$ cat src/rtl/imem_fetch_ctrl.sv
// imem_fetch_ctrl: instruction fetch sequencer for the IF stage.
// Owns the fetch PC, drives the combinational ROM address, captures
// {pc, instr} into a small prefetch FIFO and presents the head to IF/ID
// through a valid/ready handshake. Redirects flush the FIFO, halt_req
// stops new fetches while letting the queue drain.
// Optional build macro FETCH_PERF_EN: enables the saturating
// perf_fetched / perf_flushed counters (tied to 0 otherwise).
module imem_fetch_ctrl #(
  parameter int          DEPTH_BYTES = 1024,
  parameter logic [31:0] RESET_PC    = 32'h0000_0000,
  parameter int          FIFO_DEPTH  = 2
) (
  input  logic        clk,
  input  logic        rst_n,
  output logic [31:0] imem_addr,
  input  logic [31:0] imem_instr,
  input  logic        redirect_valid,
  input  logic [31:0] redirect_pc,
  input  logic        halt_req,
  output logic        out_valid,
  input  logic        out_ready,
  output logic [31:0] out_instr,
  output logic [31:0] out_pc,
  output logic        halted,
  output logic        redirect_misaligned,
  output logic [31:0] perf_fetched,
  output logic [31:0] perf_flushed
);

  localparam int          PW        = $clog2(FIFO_DEPTH);
  localparam int          CW        = PW + 1;
  localparam logic [31:0] ADDR_MASK = 32'(DEPTH_BYTES - 1);
  localparam logic [CW-1:0] FULL_CNT = CW'(FIFO_DEPTH);

  logic [31:0]   pc, pc_nxt;
  logic [PW-1:0] wr_ptr, wr_nxt;
  logic [PW-1:0] rd_ptr, rd_nxt;
  logic [CW-1:0] count, count_nxt;
  logic          push, pop;

  logic [31:0] fifo_instr [FIFO_DEPTH];
  logic [31:0] fifo_pc    [FIFO_DEPTH];

  assign imem_addr = pc;
  assign out_valid = (count != '0);
  assign out_instr = fifo_instr[rd_ptr];
  assign out_pc    = fifo_pc[rd_ptr];

  // A redirect cancels both the handshake bookkeeping and the fetch of the
  // stale pc; a pop frees a slot so a full queue still streams 1 instr/cycle.
  assign pop  = out_valid && out_ready;
  assign push = !redirect_valid && !halt_req && ((count < FULL_CNT) || pop);

  // Next-state for pc, pointers and occupancy; redirect overrides everything.
  always_comb begin
    pc_nxt    = pc;
    wr_nxt    = wr_ptr;
    rd_nxt    = rd_ptr;
    count_nxt = count;
    if (redirect_valid) begin
      pc_nxt    = {redirect_pc[31:2], 2'b00} & ADDR_MASK;
      wr_nxt    = '0;
      rd_nxt    = '0;
      count_nxt = '0;
    end else begin
      if (push) begin
        pc_nxt = (pc + 32'd4) & ADDR_MASK;
        wr_nxt = wr_ptr + PW'(1);
      end
      if (pop) begin
        rd_nxt = rd_ptr + PW'(1);
      end
      count_nxt = count + CW'(push) - CW'(pop);
    end
  end

  // Control state registers; halted reflects the end-of-cycle occupancy.
  always_ff @(posedge clk or negedge rst_n) begin
    if (!rst_n) begin
      pc                  <= RESET_PC;
      wr_ptr              <= '0;
      rd_ptr              <= '0;
      count               <= '0;
      halted              <= 1'b0;
      redirect_misaligned <= 1'b0;
    end else begin
      pc     <= pc_nxt;
      wr_ptr <= wr_nxt;
      rd_ptr <= rd_nxt;
      count  <= count_nxt;
      halted <= halt_req && (count_nxt == '0);
      if (redirect_valid) begin
        redirect_misaligned <= |redirect_pc[1:0];
      end
    end
  end

  // Prefetch storage; entries are cleared on reset so an empty head reads 0.
  always_ff @(posedge clk or negedge rst_n) begin
    if (!rst_n) begin
      for (int i = 0; i < FIFO_DEPTH; i++) begin
        fifo_instr[i] <= '0;
        fifo_pc[i]    <= '0;
      end
    end else if (push) begin
      fifo_instr[wr_ptr] <= imem_instr;
      fifo_pc[wr_ptr]    <= pc;
    end
  end

`ifdef FETCH_PERF_EN
  logic [CW-1:0] discard_cnt;
  logic [32:0]   flushed_sum;

  // Entries thrown away by a redirect; a same-cycle pop counts as consumed.
  assign discard_cnt = count - CW'(pop);
  assign flushed_sum = {1'b0, perf_flushed} + 33'(discard_cnt);

  // Saturating fetch / flush counters.
  always_ff @(posedge clk or negedge rst_n) begin
    if (!rst_n) begin
      perf_fetched <= '0;
      perf_flushed <= '0;
    end else begin
      if (push && (perf_fetched != 32'hFFFF_FFFF)) begin
        perf_fetched <= perf_fetched + 32'd1;
      end
      if (redirect_valid) begin
        perf_flushed <= flushed_sum[32] ? 32'hFFFF_FFFF : flushed_sum[31:0];
      end
    end
  end
`else
  assign perf_fetched = '0;
  assign perf_flushed = '0;
`endif

endmodule

$ cat config.mk
export PLATFORM = sky130hd
export DESIGN_NAME = imem_fetch_ctrl
export DESIGN_NICKNAME = d
export VERILOG_FILES = /design/src/rtl/imem_fetch_ctrl.sv
export SDC_FILE = /design/constraint.sdc
export NUM_CORES = 1
export LEC_CHECK = 0
export CORE_MARGIN = 4
export CORE_UTILIZATION = 25
export DETAILED_ROUTE_END_ITERATION = 8
export SLEW_MARGIN = 20
export SYNTH_ARGS = -nofsm -noshare
export SYNTH_HDL_FRONTEND = slang
export SYNTH_SLANG_ARGS = --single-unit
$ cat constraint.sdc
create_clock -name clk -period 4.64 [get_ports clk]
set_input_delay 0.928 -clock clk [delete_from_list [all_inputs] [get_ports clk]]
set_output_delay 0.928 -clock clk [all_outputs]
set_load 0.01 [all_outputs]
==> metrics.csv <==
stage;metric;value;unit
run_status;status;complete, no violations;
sta;timing.fmax;294;MHz
routing;vias;3011;
clock_network;cts_buffers;9;
clock_network;post-cts-setup-buffer-count;0;
sta;finalCritPeriodShare;73.4;%
final_layout;syn_to_final_growth;20.1;%
final_layout;design_area;6470;um2
clock_network;clk_latency;350;ps
logic_synthesis;synthFlopType;dfrtp_1;
clock_network;clk_pin_slew;60;ps
logic_synthesis;synth_compound_area_share;2.32;%
routing;initialDrtViolationCount;99;
logic_synthesis;synthSimpleGateAreaFrac;4.66;%
routing;routedWlPerCell;14.2;um
sta;maxSlewHeadroom;46.1;%
critical_path;critPathCapture;out_instr[12];
sta;setup_violations;0;
final_layout;multiInputGateArea;2440;um2
logic_synthesis;synthDistinctLibCells;38;
logic_synthesis;synth_mux_area_share;29.2;%
routing;drtAntennaViolNets;0;
routing;drc;0;
routing;firstDrtPassIters;4;
die;dieHeight;155;um
final_layout;fill_cells;2162;
global_route;grt_pass1_vias;3075;
clock_network;hold_buffers;0;
final_layout;nets;578;
sta;rsz0062_at_grt;no;
sta;slew_violations;0;
critical_path;reg2reg_slack;2710;ps
sta;fin_setup_tns;0;ps
place;post-dp-hpwl;7660;um
die;initial_utilization;25.6;%
die;io_pins;232;
logic_synthesis;yosysWarnings;0;
critical_path;rr_endpoint;fifo_instr[13];
global_route;antenna_found_initial;0;
pwr;p_leak;0.00283;uW
clock_network;cts_tree;built;
place;place_area;6190;um2
critical_path;worstRegToRegCells;4;
global_route;grt_use_total;9.29;%
critical_path;r2r_start;count[1];
logic_synthesis;post_synth.cell_area_avg;13.1;um2
clock_network;numClockSinks;94;
sta;skew;6.99;ps
logic_synthesis;async_reset_ff_share;100;%
place;io_buffers;97;
die;chipWidth;155;um
place;dp_slack;1410;ps
die;std_cell_rows;53;
critical_path;critPathMaxFanout;28;
clock_network;clock_path_buffers;2;
sta;tightestPinTransition;808;ps
pwr;ir_drop;0.000172;V
global_route;overflow;0;
logic_synthesis;syn_area;5390;um2
die;dieArea;24000;um2
critical_path;crit_required;3710;ps
clock_network;cts.repair.resized;0;
sta;hold_violations;0;
logic_synthesis;ys_seq_area_share;43.6;%
final_layout;drive_gt1_share;29.2;%
logic_synthesis;synth_xor_area_share;0.580;%
hold_path;hp-class;flop to flop;
place;gp_congestion;0.697;
logic_synthesis;synth-edff-count;0;
clock_network;cts_max_level;3;
logic_synthesis;synth_top_family_by_area;multiplexers;
logic_synthesis;synthCells;412;
critical_path;arrival;2480;ps
final_layout;regArea;2350;um2
job;cap_viol_max_count;0;
critical_path;endpoint_kind;output port;
clock_network;clockRootBuffer;clkbuf_16;
critical_path;critPathLaunch;rd_ptr;
critical_path;start_kind;flop;
pwr;power_density;542;nW/um2
die;core_area;21100;um2
routing;vias_per_cell;3.83;
final_layout;diodes;0;
critical_path;path_class;flop to output port;
logic_synthesis;synthAdderAreaFrac;0.696;%
sta;setup_ws;1230;ps
routing;finalWirelength;11100;um
sta;post-route-min-period;3410;ps
logic_synthesis;ys_ff_latch;94;
global_route;grt_pass1_wl;17400;um
sta;worst_hold_slack;503;ps
global_route;grt_max_degree;37;
-- cell type report --
cell class                 count  area share, %
multi-input combinational    295           37.8
sequential                    94           36.4
timing repair buffer         103           16.0
tap                          275           5.32
clock buffer                  11           3.75
clock inverter                 5          0.599
inverter                       3          0.174
-- cell usage in the layout, fill, tap and decap left out, types with 3 or more instances in the layout --
cell	instances
conb_1	112
nand3_1	4
nor2_1	10
clkdlybuf4s50_1	96
o21ai_0	3
or3_1	3
ha_1	3
or4_1	5
inv_6	3
clkbuf_16	9
nand2_1	3
a31oi_1	6
o31ai_1	4
mux2_2	60
buf_4	5
mux2_4	60
dfrtp_1	93
-- logic make-up after synthesis --
family          count (synthesis)
buf+inv                       134
other cells                     1
simple gates                   39
fa+ha+maj                       3
mux                           120
compound gates                 19
flops                          94
xor+xnor                        2
-- worst min-delay path by stage --
stage | startpoint | end | slack [ps] | depth (start not counted)
after global placement | fifo_instr[34] | fifo_instr[34] | 480 | 1
after global routing | rst_n | fifo_instr[52] | 520 | 1
after CTS | rst_n | fifo_instr[52] | 510 | 1
after floorplan | fifo_instr[0] | fifo_instr[0] | 480 | 1
final | fifo_pc[40] | fifo_pc[40] | 500 | 1
after detailed placement | fifo_instr[22] | fifo_instr[22] | 490 | 1
-- critical path: stages (launching register included) --
cell and delay, ps:
dfrtp_2 900, buf_4 370, mux2_2 360, clkdlybuf4s50_1 510
-- Yosys cell counts, types with 4 or more instances --
master   number  share of area, %
o31ai_1       4              0.56
buf_2         6              0.56
buf_6        11               2.3
a31oi_1       6              0.70
buf_4       112                16
nand3_1       4              0.37
or4_1         5              0.70
nor2_1       10              0.70
mux2_2       60                13
mux2_4       60                17
dfrtp_1      94                44
-- flip-flops by register name, summed over array words and instances, names as in the netlist --
signal	count
fifo_instr	64
imem_addr	8
wr_ptr	1
redirect_misaligned	1
rd_ptr	1
count	2
fifo_pc	16
halted	1
-- routing by layer --
metal | up-vias | track usage [%] | wire length (um) | part of all wire [%]
met5 | - | 0 | 0 | 0
li1 | 1386 | - | - | -
met4 | 0 | 2.78 | 134 | 1.2
met3 | 11 | 2.78 | 865 | 7.8
met2 | 138 | 14.2 | 5040 | 45
met1 | 1476 | 12.7 | 5110 | 46
-- where the power goes --
part	switching, uW	internal [uW]
logic	493	960
registers	213	1120
clock network	334	384
-- through the flow --
step	util, %	std cells	power (uW)
2_1_floorplan	-	523	2250
3_3_place_gp	29.4	770	2800
3_5_place_dp	29.4	770	2820
4_1_cts	30.7	786	3570
5_1_grt	30.7	786	3740
6_report	30.7	786	3510
Note: power is estimated with default switching activity, not from simulation.
==> RTL edit: new RTL, same flow settings <==
Register the output `redirect_misaligned` once more, with the module's reset; this adds one clock of latency there. The other outputs are not delayed to match.
--- a/src/rtl/imem_fetch_ctrl.sv
+++ b/src/rtl/imem_fetch_ctrl.sv
@@ -33,2 +33,4 @@
   localparam logic [CW-1:0] FULL_CNT = CW'(FIFO_DEPTH);
+
+  logic redirect_misaligned_s0;
 
@@ -84,3 +86,3 @@
       halted              <= 1'b0;
-      redirect_misaligned <= 1'b0;
+      redirect_misaligned_s0 <= 1'b0;
     end else begin
@@ -92,3 +94,3 @@
       if (redirect_valid) begin
-        redirect_misaligned <= |redirect_pc[1:0];
+        redirect_misaligned_s0 <= |redirect_pc[1:0];
       end
@@ -137,2 +139,10 @@
 
+  always_ff @(posedge clk or negedge rst_n) begin
+    if (!rst_n) begin
+      redirect_misaligned <= '0;
+    end else begin
+      redirect_misaligned <= redirect_misaligned_s0;
+    end
+  end
+
 endmodule
Function: changed (a bounded check fails within 4 cycles, from zero or initial values and one cycle with rst_n low).
==> RTL edit against the unedited design <==
  * Area after synthesis up 1.2%
  * Core utilization about the same
  * Sequential cell count up 1
  * Worst hold slack worse by 130 ps
  * Die area up 1.1%
  * Global-route usage down 0.38 points
  * Count of clock-buffer cells in the layout up 1
  * First-iteration DRC count down 24%
  * Total power up 1.7%
  * Setup slack better by 110 ps
  * Non-clock buffer count down 3
  * Combinational power about the same
  * Routed wire length down 0.13%
  * Final area up 0.72%
==> RTL edit: results (changes against the unedited design) <==
----------------------------------------------------
[GRT]
  Total global routing track utilization ... 0.0891 (-0.00380)
  Number of global-route vias before repair ... 3068 (-0.23%)
  Largest net degree at the start of global routing ... 70 (+89%)
  Wire length of the first global-routing pass ... 16.9 mm (-2.9%)
  Number of antenna violations at the first check in global routing ... 1 (+1)

[Yosys]
  Dominant cells by area after synthesis ... dfrtp_1 (44%), mux2_4 (19%), buf_4 (15%), mux2_2 (10%), buf_6 (2.3%)
  Top cells by instance count after synthesis ... buf_4 (112), dfrtp_1 (95), mux2_4 (70), mux2_2 (50), buf_6 (11)
  Post-Synth Adder-Cell Area ... 0.00688 (-0.0000799)
  Average cell area after synthesis ... 13.2 µm² (+0.92%)
  Share of synthesized area spent on multiplexers ... 0.296 (+0.00353)
  Sequential element share of the synthesized area ... 0.436 (about the same)
  Area fraction in compound gates after synthesis ... 0.0229 (-0.000266)

[Pwr]
  Portion of total power attributed to the clock network ... 0.212 (+0.007)
  Maximum resistive drop on vdd ... 0.177 mV (+2.9%)
  Switching share of total power ... 0.288 (-0.00870)
  Static power due to leakage ... 2.86 nW (+1.1%)

[Place]
  Number of placed instances, taps included ... 768 (-0.26%)
  Dpl cell area ... 6220 µm² (+0.44%)
  HPWL reported at the end of detailed placement ... 7.55 mm (-1.5%)
  Final RePlAce weighted congestion ... 0.682 (-2.1%)

[Status]
  Run status ... finished, final reports clean

[Cells and area]
  Register with the highest flop count ... fifo_instr
  Antenna diodes ... 0 (unchanged)
  Post-route non-filler standard cell count ... 784 (-0.25%)
  Layout net count ... 576 (-0.35%)
  Flip-flop count of the largest register, all copies and words added ... 64 (unchanged)
  Share of post-route cells with drive strength above 1 ... 0.285 (-0.00671)

[Routing]
  Routed length per placed instance ... 14.2 µm (+0.12%)
  Starting DRT DRC Count ... 75 (-24%)
  Drt via density ... 3.83 (-0.11%)

[Critical path]
  Worst reg2reg setup slack ... 2680 ps (-30 ps)
  Destination of the worst register-to-register timing path ... fifo_instr[32]
  Critical path fanouts, max ... 41 (+46%)

[Timing]
  Worst clock skew ... 7.10 ps (+0.108 ps)
  Final WS setup ... 1350 ps (+113 ps)
  Slew @ Worst Pin ... 1050 ps (+238 ps)

[Worst hold path]
  Hold path endpoint ... redirect_misaligned
  Cells on Worst Hold Path ... 0 (-1)
  Startpoint of the worst hold path ... redirect_misaligned_s0

----------------------------------------------------
[RTL edit: cell count changes in the layout (fill, tap and decap cells not counted)]
cell / unedited run / this run
buf_12: 2 / 1
buf_4: 5 / 3
bufinv_16: 0 / 1
clkbuf_1: 1 / 2
clkinv_2: 1 / 0
clkinvlp_4: 1 / 2
dfrtp_1: 93 / 94
inv_6: 3 / 1
mux2_2: 60 / 50
mux2_4: 60 / 70
[RTL edit: worst max-delay path by stage]
stage	from	endpoint
finish	rd_ptr	out_pc[7]
floorplan	redirect_valid	halted
global route	rd_ptr	out_pc[7]
detailed placement	redirect_valid	halted
global placement	redirect_valid	halted
CTS	rd_ptr	out_pc[7]
[RTL edit: area by class of cell]
class                      instances  area (µm²)
fill                            2161       14700
timing repair buffer             100        1000
clock inverter                     4        53.8
multi-input combinational        295        2480
sequential                        95        2380
clock buffer                      12         246
inverter                           3        11.3
tap                              275         344
[RTL edit: logic make-up after synthesis]
logic type,after synthesis
other,1
AO/OA/AOI/OAI,19
multiplexers,120
AND/OR/NAND/NOR,39
adder cells (fa/ha/maj),3
buffers and inverters,134
flip-flops,95
XOR/XNOR,2
[RTL edit: worst max-delay path, cell delays in order (launching register included)]
cell and delay [ps]:
dfrtp_2 1060, mux2_2 420, clkdlybuf4s50_1 530
[RTL edit: stage by stage]
step / utilization / hold slack [ps] / power (mW)
after floorplan: - / 355 / 2.28
after global placement: 0.293 / 357 / 2.83
final: 0.307 / 378 / 3.57
after global routing: 0.307 / 385 / 3.79
after CTS: 0.307 / 379 / 3.63
after detailed placement: 0.293 / 363 / 2.84
[RTL edit: layer usage]
metal	up-vias	wire length [µm]	global-route usage
li1	1376	-	-
met1	1481	4880	0.113
met2	125	5070	0.140
met3	16	1010	0.0341
met4	2	148	0.0300
met5	-	13	0
